--- src/rtl/conv3x3_stream.sv ---
// conv3x3_stream: streaming 3x3 multi-channel convolution with two line
// buffers. One shared signed 3x3 filter is applied to every channel, and the
// cross-channel sum is emitted for each unpadded output position.
// Optional feature macro: CONV_SAT_EN. When it is defined, the sum is clamped
// to the OUT_W signed range. When it is undefined, the sum wraps to its low
// OUT_W bits.
// Handshake: a beat moves on an interface on every rising edge where valid
// and ready are both high. s_ready equals the global enable
// (!m_valid || m_ready). m_data and m_last hold while m_valid is high and
// m_ready is low.
module conv3x3_stream #(
    parameter int IMG_W = 8,
    parameter int IMG_H = 8,
    parameter int CH    = 3,
    parameter int DW    = 8,
    parameter int CW    = 8,
    parameter int OUT_W = 9
) (
    input  logic                    clk,
    input  logic                    rst_n,
    input  logic                    coef_we,
    input  logic [3:0]              coef_addr,
    input  logic signed [CW-1:0]    coef_data,
    input  logic                    s_valid,
    output logic                    s_ready,
    input  logic                    s_sof,
    input  logic [CH*DW-1:0]        s_data,
    output logic                    m_valid,
    input  logic                    m_ready,
    output logic signed [OUT_W-1:0] m_data,
    output logic                    m_last
);
    localparam int PW    = DW + CW + 1;
    localparam int NP    = 9 * CH;
    localparam int ACC_W = PW + $clog2(NP);
    localparam int COL_W = $clog2(IMG_W);
    localparam int ROW_W = $clog2(IMG_H);
    localparam logic [COL_W-1:0] COL_LAST = COL_W'(IMG_W - 1);
    localparam logic [ROW_W-1:0] ROW_LAST = ROW_W'(IMG_H - 1);

    logic en, acc;
    logic [COL_W-1:0] col_q, col_d, pos_col;
    logic [ROW_W-1:0] row_q, row_d, pos_row;
    logic [CH*DW-1:0] near_mem [IMG_W];   // row - 1
    logic [CH*DW-1:0] far_mem  [IMG_W];   // row - 2
    logic [CH*DW-1:0] tap_near, tap_far;
    logic [CH*DW-1:0] win_q [3][3];
    logic [CH*DW-1:0] win_d [3][3];
    logic wv_q, wv_d, wl_q, wl_d;
    logic signed [PW-1:0] prod_q [NP];
    logic signed [PW-1:0] prod_d [NP];
    logic pv_q, pv_d, pl_q, pl_d;
    logic signed [CW-1:0] coef_q [9];
    logic signed [CW-1:0] coef_d [9];
    logic signed [ACC_W-1:0] sum;
    logic signed [OUT_W-1:0] red;
    logic m_valid_q, m_valid_d, m_last_q, m_last_d;
    logic signed [OUT_W-1:0] m_data_q, m_data_d;

    assign en       = !m_valid_q || m_ready;
    assign acc      = s_valid && en;
    assign s_ready  = en;
    assign m_valid  = m_valid_q;
    assign m_data   = m_data_q;
    assign m_last   = m_last_q;
    assign tap_near = near_mem[pos_col];
    assign tap_far  = far_mem[pos_col];

    // Position of the incoming pixel (s_sof forces 0,0) and raster advance.
    always_comb begin
        pos_col = s_sof ? '0 : col_q;
        pos_row = s_sof ? '0 : row_q;
        col_d   = col_q;
        row_d   = row_q;
        if (acc) begin
            if (pos_col == COL_LAST) begin
                col_d = '0;
                row_d = (pos_row == ROW_LAST) ? '0 : pos_row + 1'b1;
            end else begin
                col_d = pos_col + 1'b1;
                row_d = pos_row;
            end
        end
    end

    // Line buffers shift one row down per column visit; contents need no reset.
    always_ff @(posedge clk) begin
        if (acc) begin
            far_mem[pos_col]  <= tap_near;
            near_mem[pos_col] <= s_data;
        end
    end

    // Window shift, coefficient writes and the per-stage next values.
    always_comb begin
        win_d  = win_q;
        coef_d = coef_q;
        wv_d   = wv_q;
        wl_d   = wl_q;
        pv_d   = pv_q;
        pl_d   = pl_q;
        prod_d = prod_q;
        if (acc) begin
            for (int k = 0; k < 3; k++) begin
                win_d[k][0] = win_q[k][1];
                win_d[k][1] = win_q[k][2];
            end
            win_d[0][2] = tap_far;
            win_d[1][2] = tap_near;
            win_d[2][2] = s_data;
        end
        if (en) begin
            wv_d = acc && (pos_row >= ROW_W'(2)) && (pos_col >= COL_W'(2));
            wl_d = (pos_row == ROW_LAST) && (pos_col == COL_LAST);
            pv_d = wv_q;
            pl_d = wl_q;
            for (int k = 0; k < 3; k++) begin
                for (int l = 0; l < 3; l++) begin
                    for (int c = 0; c < CH; c++) begin
                        prod_d[(k*3+l)*CH+c] = PW'($signed({1'b0, win_q[k][l][c*DW +: DW]}))
                                             * PW'(coef_q[k*3+l]);
                    end
                end
            end
        end
        for (int i = 0; i < 9; i++) begin
            if (coef_we && (coef_addr == 4'(i))) coef_d[i] = coef_data;
        end
    end

    // Adder tree, reduction to OUT_W and the output register next values.
    always_comb begin
        sum = '0;
        for (int i = 0; i < NP; i++) sum = sum + ACC_W'(prod_q[i]);
`ifdef CONV_SAT_EN
        if (sum > ACC_W'($signed({1'b0, {(OUT_W-1){1'b1}}})))
            red = $signed({1'b0, {(OUT_W-1){1'b1}}});
        else if (sum < ACC_W'($signed({1'b1, {(OUT_W-1){1'b0}}})))
            red = $signed({1'b1, {(OUT_W-1){1'b0}}});
        else
            red = sum[OUT_W-1:0];
`else
        red = sum[OUT_W-1:0];
`endif
        m_valid_d = m_valid_q;
        m_data_d  = m_data_q;
        m_last_d  = m_last_q;
        if (en) begin
            m_valid_d = pv_q;
            if (pv_q) begin
                m_data_d = red;
                m_last_d = pl_q;
            end
        end
    end

`ifndef CONV_SAT_EN
    logic unused_sum_hi;
    assign unused_sum_hi = ^sum[ACC_W-1:OUT_W];
`endif

    // State registers: counters, window, products, coefficients, outputs.
    always_ff @(posedge clk or negedge rst_n) begin
        if (!rst_n) begin
            col_q     <= '0;
            row_q     <= '0;
            win_q     <= '{default: '0};
            wv_q      <= 1'b0;
            wl_q      <= 1'b0;
            prod_q    <= '{default: '0};
            pv_q      <= 1'b0;
            pl_q      <= 1'b0;
            coef_q    <= '{default: '0};
            m_valid_q <= 1'b0;
            m_data_q  <= '0;
            m_last_q  <= 1'b0;
        end else begin
            col_q     <= col_d;
            row_q     <= row_d;
            win_q     <= win_d;
            wv_q      <= wv_d;
            wl_q      <= wl_d;
            prod_q    <= prod_d;
            pv_q      <= pv_d;
            pl_q      <= pl_d;
            coef_q    <= coef_d;
            m_valid_q <= m_valid_d;
            m_data_q  <= m_data_d;
            m_last_q  <= m_last_d;
        end
    end
endmodule

--- config.mk ---
export PLATFORM = sky130hd
export DESIGN_NAME = conv3x3_stream
export DESIGN_NICKNAME = d
export VERILOG_FILES = /design/src/rtl/conv3x3_stream.sv
export SDC_FILE = /design/constraint.sdc
export NUM_CORES = 2
export LEC_CHECK = 0
export CELL_PAD_IN_SITES_DETAIL_PLACEMENT = 0
export CELL_PAD_IN_SITES_GLOBAL_PLACEMENT = 1
export CORE_ASPECT_RATIO = 1.1
export CORE_MARGIN = 10
export CORE_UTILIZATION = 45
export CTS_CLUSTER_DIAMETER = 50
export CTS_CLUSTER_SIZE = 16
export DETAILED_ROUTE_END_ITERATION = 8
export DONT_BUFFER_PORTS = 1
export HOLD_SLACK_MARGIN = 0.15
export PLACE_DENSITY_LB_ADDON = 0.25
export SYNTH_ARGS = -nofsm -noshare
export SYNTH_HDL_FRONTEND = slang
export SYNTH_SLANG_ARGS = --single-unit
--- constraint.sdc ---
create_clock -name clk -period 7.6 [get_ports clk]
set_clock_uncertainty 0.15 [all_clocks]
set_input_delay 1.52 -clock clk [delete_from_list [all_inputs] [get_ports clk]]
set_output_delay 1.52 -clock clk [all_outputs]
set_load 0.03 [all_outputs]
* Word level (Yosys, flattened, before mapping)
Memory sizes are Yosys's and may differ from the RTL's. A register that Yosys moved wholly into a read port is not among the register bits.
Cells that the tools add are included.
W data, S select, Z words.
** Operators by class
- Reductions and logical operators :: 18
- Magnitude comparators :: 2
- $add $sub $neg :: 28
- Mux-type cells :: 7
- Equal/unequal tests :: 10
- Multipliers :: 27
** Operators with widths (number)
- $mul A9 B8 Y9 :: 27
- $add A9 B9 Y9 :: 26
- $eq A4 B3 Y1 const B :: 4
- $mux W3 :: 5
- $logic_and A1 B1 Y1 :: 13
- $eq A4 B2 Y1 const B :: 2
- $add A3 B1 Y3 const B :: 2
- $eq A3 B3 Y1 const B :: 2
- $ge A3 B2 Y1 const B :: 2
- $eq A4 B1 Y1 const B :: 1
- $eq A4 B4 Y1 const B :: 1
- $logic_not A4 Y1 :: 1
- $logic_not A1 Y1 :: 2
- $mux W1 :: 2
- $reduce_and A2 Y1 :: 1
- $logic_or A1 B1 Y1 :: 1
** Storage, ports and cells
- Memories :: 2
- Logic and storage cells :: 147
- Bits in registers :: 528
- Output and inout port bits :: 12
- Input port bits :: 42
- RAM bits :: 384
** Memory list
- far_mem :: words 8, width 24, rd ports 1, clocked after memory_dff 1, wr ports 1, RTL line 45 : logic [CH*DW-1:0] far_mem [IMG_W];
- near_mem :: words 8, width 24, rd ports 1, clocked after memory_dff 0, wr ports 1, RTL line 44 : logic [CH*DW-1:0] near_mem [IMG_W];

* Depth between registers and ports, before layout
- Word-level depth :: 26
- Depth in mapped cells :: 22
- Depth with buffers taken out :: 22

* Least setup slack after synthesis
Ideal clock, no wire load.
- Kind :: register -> register
- Start :: reg prod_q[361] (netlist bit)
- End :: reg m_data_q[8] (netlist: m_data[8])
- Arrival :: 5628 ps
- Library setup time :: 125 ps
- Stages on the path, launching flop included :: 22
- Clock period less this slack :: 5902 ps
- Buffers on the path :: 0
- Data required time :: 7325 ps
- Slack :: 1698 ps
- Cells stage by stage :: dfrtp_1 > inv_1 > fa_1 > inv_1 > fa_1 > inv_1 > fa_1 > fa_1 > inv_1 > fa_1 > fa_1 > inv_1 > fa_1 > inv_1 > ha_1 > nor2b_1 > o21ai_0 > nand2b_1 > a21o_1 > a21oi_1 > xnor3_1 > mux2_2
** On the way
- Cells in the longest elaborated chain, start to end :: 22
** Ends and longest elaborated chain
- start, declared :: RTL line 50 : logic signed [PW-1:0] prod_q [NP];
- start signal, assigned :: RTL line 183 : prod_q <= prod_d;
- $add A9 B9 Y9 (22 in a row) :: RTL line 134 : for (int i = 0; i < NP; i++) sum = sum + ACC_W'(prod_q[i]);
- end signal, assigned :: RTL line 188 : m_data_q <= m_data_d;
- end, declared :: RTL line 58 : logic signed [OUT_W-1:0] m_data_q, m_data_d;
No other way between the ends.
A chain may end at the register's enable or synchronous reset.

* Worst setup path in the final report
Ends and elaborated chain as after synthesis.

==> results.md <==
- Crit path arrival time: 6.68 ns
- Die area: 174900 µm²
- Htree depth: 3
- Post-cts gate resize count: 0
- Crit-path cells: inv_1, fa_1, inv_1, fa_1, inv_1, fa_1, fa_1, inv_1, fa_1, fa_1, inv_1, fa_1, inv_1, ha_1, nor2b_1, o21ai_0, nand2b_1, a21o_1, a21oi_1, xnor3_1, mux2_2
- Crit. End Element: register
- Max Fanout on Critical Path: 3
- Hold Path Class: reg2reg
- CTS tree: yes
- I/O pins: 54
- Outcome: completed
- Synth Register Bits: 936
- Vias post-DR: 45800
- Synth warnings: 0
- Worst-Margin Slew: 1.181 ns
- Max stage delay on crit path: 0.54 ns
- Die H: 437.6 µm
- WL/cell: 21.19 µm
- Total core area: 157900 µm²
- Die X: 399.6 µm
- Nets: 8089
- Syn Nets: 8244
- TNS Setup: 0 ns
- Largest net degree at the start of global routing: 553
- Max frequency: 161.7 MHz
- CP most frequent cell: fa_1
- Initial DRC Count: 2891
- CTS clk-pin slew, worst paths: 0.07 ns
- RSZ-0062 raised after global routing: no
- # DRC: 0
- Final Hold Violating Endpoints: 0
- Yosys top cell by area: fa_1
- Cts hold-fix bufs: 0
- Tcrit/Tclk final: 0.8137
- GP Congestion: 0.8386
- CP Launch Point: prod_q[361]
- Initial Util: 0.4517
- Gr usage total: 0.2222
- Max-slew headroom: 0.2128
- Register-to-register setup slack: 1.42 ns
- Critical Path RT: 8.10 ns
- CTS Buf Count: 110
- Area contributors post-synth: fa_1, dfrtp_1, edfxtp_1
- Critical path class: reg2reg
- EDFF count, synth: 384
- Latest clock arrival within the worst-skew pair: 0.78 ns
- Ys flop type: dfrtp_1
- Mapped Cells: 6945
- Sequential fraction of the synthesis area: 0.3552
- Postcts setup bufs: 0
- Critical R2R Launch: prod_q[361]
- Synth unique cells: 46
- ANT nets after route: 0
- # port buffers: 0
- Worst hold start: pl_q
- Clock root buffer: clkbuf_16
- Final min period: 6.184 ns
- Post-synth top cells: nand2_1, inv_1, and2_1
- Antenna violations before repair: 11
- Top delay family on crit path: adder cells
- Setup crit start kind: register
- Final WL: 190.4 mm
- Fillers: 14640
- DR vias/cell: 5.096
- Endpoints failing setup: 0
- Max Cap Violations: 0
- Mapped Area: 71340 µm²
- Congestion Overflow GR: 0
- Area growth syn-to-layout: 8.162%
- Rows: 153
- Drt pass-1 iters: 5
- Ys async rst share: 0.5897
- Top-count cell post-synth: nand2_1
- Share of layout cells above drive strength 1: 0.05173
- Yosys top cell area share: 0.1939
- DP HPWL: 134.3 mm
- CTS sink cnt: 936
- Vias in the first global route: 48340
- Buf/Inv on CP: 6
- Max stage delay cell, worst path: fa_1
- Count of final max-slew check failures: 0
- Clk buf depth: 3
- Global-route wire length before repair: 298.7 mm
- Synthesized area per cell: 10.27 µm²
-- through the flow --
step	area [µm²]	setup slack [ns]	util	std cells	hold slack, ns
after global routing	77150	1.120	0.4885	8980	0.3559
after detailed placement	73160	1.431	0.4632	8767	0.3214
after CTS	77050	1.392	0.4879	8971	0.3377
after floorplan	71340	1.698	-	6945	0.2848
final	77170	1.416	0.4886	8987	0.3302
after global placement	73160	1.406	0.4632	8767	0.2996
-- flip-flops by register name, summed over array words and instances (netlist names), 3 cells and up --
signal / count
near_mem: 192
col_q: 3
m_data: 9
prod_q: 243
coef_q: 72
far_mem: 192
win_q: 216
row_q: 3
-- worst min-delay path, delay by kind of cell, from the launching register on --
kind / cells / cell delay (ns)
DFF: 1 / 0.35
and+or+nand+nor: 2 / 0.10
-- area by class of cell --
class,count,area [µm²],area share
Inverter,958,3603,0.04670
Sequential cell,936,25350,0.3285
Timing Repair Buffer,33,332.8,0.004313
Tap cell,2092,2618,0.03392
Clock inverter,76,1033,0.01339
Clock buffer,128,2861,0.03708
Antenna cell,13,32.53,0.0004216
Multi-Input combinational cell,4751,41330,0.5357
-- cell usage in the layout (no fill, tap or decap), types with 134 or more instances in the layout --
master / instances
nand2_1: 1181
dfrtp_1: 549
nor2_1: 216
ha_1: 566
inv_1: 957
o21ai_0: 176
a21oi_1: 168
fa_1: 691
xnor2_1: 353
xor2_1: 134
edfxtp_1: 384
and2_1: 784
-- per-layer routing --
| layer | vias up | global-route usage | share of wire |
|---|---|---|---|
| li1 | 21360 | - | - |
| met1 | 23380 | 0.3084 | 0.45 |
| met2 | 838 | 0.3661 | 0.48 |
| met3 | 216 | 0.03131 | 0.051 |
| met4 | 2 | 0.05375 | 0.025 |
| met5 | - | 0 | 0.000068 |
-- kinds of logic after synthesis --
kind of cell | Yosys count | share of synthesized area
adders and majority gates | 1257 | 0.2932
AOI/OAI and AO/OA | 473 | 0.03776
buffers and inverters | 1258 | 0.06647
muxes | 189 | 0.03155
and+or+nand+nor | 2344 | 0.1557
xor gates and xnor gates | 488 | 0.06010
DFF | 936 | 0.3552
-- worst paths after layout --
path / to / depth (start not counted)
setup reg to reg: m_data[8] / 21
max in group asynchronous: col_q[0] / 3
hold reg to reg: pl_q / 2
setup / recovery: m_data[8] / 21
min in group asynchronous: win_q[142] / 1
hold / removal: pl_q / 2
Power is not shown: default switching activity piles up to over one toggle a cycle in this logic, so the estimate is an artifact.
